### config.mk
export PLATFORM = sky130hd
export DESIGN_NAME = joyencoder
export DESIGN_NICKNAME = d
export VERILOG_FILES = /design/src/rtl/joyencoder.sv
export SDC_FILE = /design/constraint.sdc
export NUM_CORES = 1
export LEC_CHECK = 0
export BUFFER_PORTS_ARGS = -buffer_cell sky130_fd_sc_hd__buf_2
export CAP_MARGIN = 10
export CORE_ASPECT_RATIO = 0.8
export CORE_MARGIN = 2
export CORE_UTILIZATION = 50
export DETAILED_ROUTE_END_ITERATION = 10
export PLACE_DENSITY = 0.71
export SLEW_MARGIN = 20
export SYNTH_ARGS = -nofsm -noshare
export SYNTH_HDL_FRONTEND = slang
export SYNTH_SLANG_ARGS = --single-unit
### constraint.sdc
create_clock -name clk -period 2.4 [get_ports clk]
set_clock_uncertainty 0.05 [all_clocks]
set_input_delay 0.24 -clock clk [delete_from_list [all_inputs] [get_ports clk]]
set_output_delay 0.24 -clock clk [all_outputs]
set_load 0.01 [all_outputs]
### src/rtl/joyencoder.sv
// joyencoder: board-side responder emulating two cascaded 74HC165 shift registers for a two-player joystick link.
// Optional per-button debounce filter is built when JOYENC_DEBOUNCE_EN is defined.
module joyencoder #(
  parameter logic        SER_IN         = 1'b1,
  parameter int unsigned IDLE_TIMEOUT_W = 13
`ifdef JOYENC_DEBOUNCE_EN
  ,
  parameter int unsigned DEBOUNCE_W     = 4
`endif
) (
  input  logic       clk,
  input  logic       reset,
  input  logic       joy_clk,
  input  logic       joy_load_n,
  output logic       joy_data,
  input  logic [7:0] joy1,
  input  logic [7:0] joy2,
  output logic       frame_strobe,
  output logic       link_active
);

  localparam int unsigned SR_W = 16;
  localparam logic [IDLE_TIMEOUT_W-1:0] WD_MAX = '1;

  logic                      r_jclk_s1, r_jclk_s2, r_jclk_h;
  logic                      r_jld_s1, r_jld_s2, r_jld_h;
  logic                      w_clk_rise, w_ld_rise;
  logic [SR_W-1:0]           w_par;
  logic [SR_W-1:0]           r_sr;
  logic                      r_data, r_fs, r_link;
  logic [IDLE_TIMEOUT_W-1:0] r_wd, w_wd_next;

  // Poller pins: two-flop synchronisers plus one history flop for edge detection.
  always_ff @(posedge clk) begin
    if (reset) begin
      r_jclk_s1 <= 1'b1;
      r_jclk_s2 <= 1'b1;
      r_jclk_h  <= 1'b1;
      r_jld_s1  <= 1'b1;
      r_jld_s2  <= 1'b1;
      r_jld_h   <= 1'b1;
    end else begin
      r_jclk_s1 <= joy_clk;
      r_jclk_s2 <= r_jclk_s1;
      r_jclk_h  <= r_jclk_s2;
      r_jld_s1  <= joy_load_n;
      r_jld_s2  <= r_jld_s1;
      r_jld_h   <= r_jld_s2;
    end
  end

  assign w_clk_rise = r_jclk_s2 & ~r_jclk_h;
  assign w_ld_rise  = r_jld_s2 & ~r_jld_h;

`ifdef JOYENC_DEBOUNCE_EN
  logic [SR_W-1:0]       r_btn_s1, r_btn_s2, r_filt;
  logic [DEBOUNCE_W-1:0] r_db_cnt [SR_W];

  // A filtered bit flips only after the raw bit has disagreed for 2^DEBOUNCE_W straight cycles.
  always_ff @(posedge clk) begin
    if (reset) begin
      r_btn_s1 <= '1;
      r_btn_s2 <= '1;
      r_filt   <= '1;
      for (int i = 0; i < 16; i++) r_db_cnt[i] <= '0;
    end else begin
      r_btn_s1 <= {joy2, joy1};
      r_btn_s2 <= r_btn_s1;
      for (int i = 0; i < 16; i++) begin
        if (r_btn_s2[i] == r_filt[i]) begin
          r_db_cnt[i] <= '0;
        end else if (r_db_cnt[i] == '1) begin
          r_filt[i]   <= r_btn_s2[i];
          r_db_cnt[i] <= '0;
        end else begin
          r_db_cnt[i] <= r_db_cnt[i] + DEBOUNCE_W'(1);
        end
      end
    end
  end

  assign w_par = r_filt;
`else
  assign w_par = {joy2, joy1};
`endif

  // Load dominates; a shift is suppressed in the cycle load_n is seen rising.
  always_ff @(posedge clk) begin
    if (reset) begin
      r_sr   <= '1;
      r_data <= 1'b1;
    end else begin
      if (!r_jld_s2) begin
        r_sr <= w_par;
      end else if (w_clk_rise && !w_ld_rise) begin
        r_sr <= {SER_IN, r_sr[SR_W-1:1]};
      end
      r_data <= r_sr[0];
    end
  end

  // Watchdog clears together with the frame strobe and saturates at all-ones.
  always_comb begin
    w_wd_next = r_wd;
    if (w_ld_rise) begin
      w_wd_next = '0;
    end else if (r_wd != WD_MAX) begin
      w_wd_next = r_wd + IDLE_TIMEOUT_W'(1);
    end
  end

  always_ff @(posedge clk) begin
    if (reset) begin
      r_wd   <= WD_MAX;
      r_link <= 1'b0;
      r_fs   <= 1'b0;
    end else begin
      r_wd   <= w_wd_next;
      r_link <= (w_wd_next != WD_MAX);
      r_fs   <= w_ld_rise;
    end
  end

  assign joy_data     = r_data;
  assign frame_strobe = r_fs;
  assign link_active  = r_link;

endmodule
; ---- After elaboration in Yosys (flattened, before gate mapping)
; Cells that the tools add are included.
[op_classes]
add_sub_neg = 1
eq_ne = 3
n_mux = 4
bitwise = 4
reduce_logical = 2
[op_table]
columns = operator, count
row1 = 16-bit 2-to-1 mux, 2
row2 = 13-bit 2-to-1 mux, 2
row3 = 13-bit inequality test (second input constant), 2
row4 = 13-bit by 1-bit adder with 13-bit output (second input constant), 1
row5 = 1-bit bitwise AND, 2
row6 = 2-bit by 1-bit inequality test with 1-bit output (second input constant), 1
row7 = 1-bit inverter, 2
row8 = 1-bit logical AND, 1
row9 = 1-bit logical NOT, 1
[totals]
register_bits = 38
inputBits = 20
out_inout_bits = 3
word_cells = 25

; ---- Logic depth before layout (Yosys ltp)
[logic_depth]
ltp_word = 6
mapped_depth = 8
mapped_depth_nobuf = 6

; ---- Worst setup path before layout
; Ideal clock, no wire load.
[synth_timing]
path_kind = flip-flop to flip-flop
startpoint = register r_wd[0]
endpoint = register r_link, in the netlist link_active
setup_time_ns = 0.077
arrival_ns = 2.032
t_required_ns = 2.273
slack_ns = 0.241
stages_incl_launch_ff = 9
n_path_buf = 2
period_less_slack_ns = 2.159
cell_sequence = dfxtp_1 ha_1 buf_2 and3_1 or4b_1 buf_6 and3_4 a22o_1 a41oi_2
[synth_between]
elab_chain_len = 4
word_cells_on_any_way = 5
classes_between = add/sub (1) / eq/ne (2) / mux (2)
[synth_rtl]
columns = element, line
row1 = from (decl), 31  ; logic [IDLE_TIMEOUT_W-1:0] r_wd, w_wd_next;
row2 = from (signal assigned), 118  ; r_wd <= w_wd_next;
row3 = 13-bit by 1-bit adder with 13-bit output or 13-bit inequality test (tied branches), "108, 107"
row4 = 13-bit 2-to-1 mux *, 107  ; end else if (r_wd != WD_MAX) begin
row5 = 13-bit 2-to-1 mux *, 105  ; if (w_ld_rise) begin
row6 = 13-bit inequality test *, 119  ; r_link <= (w_wd_next != WD_MAX);
row7 = to (signal assigned), 119
row8 = to (decl), 30  ; logic r_data, r_fs, r_link;
; Mark *: on every way between the ends. The rest lies on a longest branch, timed or not.
; A chain may end at the register's enable or synchronous reset.

; ---- Worst setup path in the final report
; Same ends and word-level chain as after synthesis.

==> impl_metrics.yaml <==
clock_network:
  cts_inserted_buffers: 5
  clockBufferDepth: 2
  clock_latency_ns: 0.29
  ctsHoldBuffers: 0
  clkTransAtPathRegs_ns: 0.07
  cts-root-buf: "clkbuf_8"
  htree_levels: 2
  cts_tree: "yes"
  post_cts_buffers: 0
  numClockSinks: 38
  cts.repair.resized: 0
power_and_ir_drop:
  switching_power_mw: 0.796
  leakage_nw: 0.865
  pwr-share-clk: 0.208
  pwr-share-seq: 0.389
  max-vdd-ir-drop_mv: 0.591
  power.density_mw_per_mm2: 1070
  power_mw: 2.16
  pwr-share-comb: 0.403
  p_int_mw: 1.36
  power_switching_share: 0.369
synth:
  ys_warn_count: 0
  synth_fp_nets: 204
  synth_top_area_share: 0.432
  synth.area.top_cells: "dfxtp_1, mux2i_1, mux2_1"
  syn-cell-area_mm2: 0.00176
  netlist_instances: 183
  ys_ff_latch: 38
  avgSynthCellArea_um2: 9.62
  synth_cell_types: 41
  yosys.area.top_type: "dfxtp_1"
  yosysSeqAreaShare: 0.432
floorplanning:
  dieHeight_um: 57.1
  die_area_mm2: 0.00401
  rows: 19
  coreArea_mm2: 0.00340
  boundaryPins: 23
  die_x_um: 70.3
  start_util: 0.518
routing:
  drcViolationCount: 0
  wl_per_cell_um: 13.6
  wirelength_um: 3430
  avgViaCountPerCell: 5.57
  drtPass1Iterations: 4
  vias: 1404
  ant_nets: 0
  drt_iter0_markers: 133
critical_path:
  max_stage_delay_ns: 0.58
  rr_startpoint: "r_wd[0]"
  required_ns: 2.57
  r2r_slack_ns: 0.26
  critPathCaptureType: "register"
  r2r_cells: 6
  start_kind: "register"
  crit_arrival_ns: 2.31
  critPathSlowestCell: "or4b_1"
  worst-setup-path-type: "reg -> reg"
  critPathMaxFanout: 7
  worst_r2r_endpoint: "link_active"
  cp_num_buf_inv: 0
  path_cells: "ha_1 -> and3_1 -> or4b_1 -> and3_4 -> a22o_1 -> a41oi_2"
  crit_family: "simple AND/OR/NAND/NOR gates"
final_layout:
  nets: 230
  n_antenna_cell: 0
  syn2layout_area_growth_pct: 14.6
  fin_util: 0.594
  drive_above_1_share: 0.252
  n_fill_cell: 301
timing:
  setup-tns-final_ns: 0
  fin_hold_ws_ns: 0.0766
  tightest_slew_ns: 0.752
  rsz0062_at_grt: "false"
  fin_ws_ns: 0.262
  setup_viol: 0
  period_share: 0.891
  period_minus_slack_ns: 2.14
  slew_headroom: 0.498
  clock.fmax_mhz: 468
  hold_viol: 0
  slew_violations: 0
min_path:
  hold_path_depth: 2
  min_from: "joy_load_n"
  worst_hold_path.endpoint: "r_jld_s1"
  hold_path.class: "in -> reg"
status:
  status: "finished clean"
placement:
  pre_cts_slack_ns: 0.279
  dpl.hpwl_um: 2400
  portBuffers: 22
  gp_congestion: 0.941
global_routing:
  grt_usage: 0.197
  grt_max_degree: 27
  grt-ovfl-total: 0
  grt_pass1_wl_um: 6210
  antenna_found_initial: 0
  grt_pass1_vias: 1381
flow_run:
  maxCapViolCount: 0
## Yosys cell counts, drive strengths merged
cell type / number
ha: 1
a31oi: 2
o21ai: 14
nor2b: 1
mux2i: 18
mux2: 14
a211oi: 3
nand4b: 1
nor2: 7
xor2: 4
nand2b: 1
xnor2: 3
clkbuf: 5
buf: 5
nor3b: 2
and4: 1
or4b: 1
a22o: 1
a21oi: 5
and2: 4
nor3: 2
o221ai: 1
o31ai: 1
inv: 2
nor4: 1
or2: 10
a41oi: 1
or4: 1
dfxtp: 38
nand2: 20
nand4: 6
nand3: 4
and3: 3
## per-stage QoR
stage	area (µm²)	cells
2_1_floorplan	1760	183
3_3_place_gp	1930	244
3_5_place_dp	1930	244
4_1_cts	2020	252
5_1_grt	2020	252
6_report	2020	252
## kinds of logic after synthesis
logic type      synth area share
flops                      0.432
simple gates               0.205
fa+ha+maj                0.00711
xor+xnor                  0.0348
mux                        0.192
buf+inv                   0.0320
compound gates            0.0974
## state kept, by name, summed over array words and instances (netlist names)
register	cells
r_sr	16
r_wd	13
frame_strobe	1
joy_data	1
link_active	1
r_jclk_h	1
r_jclk_s1	1
r_jclk_s2	1
r_jld_h	1
r_jld_s1	1
r_jld_s2	1
## per-layer routing
layer	up-vias	routed length, µm	global-route usage
li1	701	-	-
met1	643	1610	0.259
met2	50	1540	0.305
met3	10	202	0.0459
met4	0	81	0.107
met5	-	0	0
## cells in the final DEF (no fill, tap or decap), drive strengths merged
cell / netlist / final
and3: 3 / 3
nand3: 4 / 4
a211oi: 3 / 3
mux2i: 18 / 18
or2: 10 / 10
inv: 2 / 2
clkbuf: 5 / 7
xor2: 4 / 4
or4: 1 / 1
o21ai: 14 / 14
buf: 5 / 29
mux2: 14 / 14
o221ai: 1 / 1
a41oi: 1 / 1
nor2: 7 / 7
a31oi: 2 / 2
nor2b: 1 / 1
xnor2: 3 / 3
ha: 1 / 1
nand4: 6 / 6
a22o: 1 / 1
or4b: 1 / 1
a21oi: 5 / 5
nor3b: 2 / 2
and2: 4 / 4
nand2: 20 / 20
nor3: 2 / 2
nand2b: 1 / 1
dfxtp: 38 / 38
and4: 1 / 1
nand4b: 1 / 1
nor4: 1 / 1
o31ai: 1 / 1
clkinv: 0 / 1
## how the worst max path moves through the flow
stage                 start          end  slack, ns  depth (start not counted)
detailed placement  r_wd[0]  link_active       0.28                          6
CTS                 r_wd[0]  link_active       0.26                          6
global route        r_wd[0]     r_wd[11]       0.14                          7
finish              r_wd[0]  link_active       0.26                          6
global placement    r_wd[0]  link_active       0.35                          6
floorplan           r_wd[0]  link_active       0.24                          8
## power groups by stage
| stage | combinational (mW) | sequential, mW | clock (mW) |
|---|---|---|---|
| finish | 0.870 | 0.840 | 0.448 |
| CTS | 0.859 | 0.838 | 0.457 |
| detailed placement | 0.853 | 0.852 | 0 |
| floorplan | 0.699 | 0.820 | 0 |
| global placement | 0.859 | 0.848 | 0 |
| global route | 0.963 | 0.855 | 0.486 |
## final cells by class
class	instances	area (µm²)	area share
Tap cell	42	52.6	0.0260
Clock buffer	7	86.3	0.0428
Sequential cell	38	761	0.377
Timing Repair Buffer	29	163	0.0806
Clock inverter	1	5.00	0.00248
Inverter	2	7.51	0.00372
Multi-Input combinational cell	133	943	0.467
## worst register-to-register path: stages (launching register included)
cell and delay (ns):
dfxtp_1 0.44, ha_1 0.20, and3_1 0.17, or4b_1 0.58
and3_4 0.25, a22o_1 0.21, a41oi_2 0.18
No activity file was read; power rests on OpenSTA's default activity.
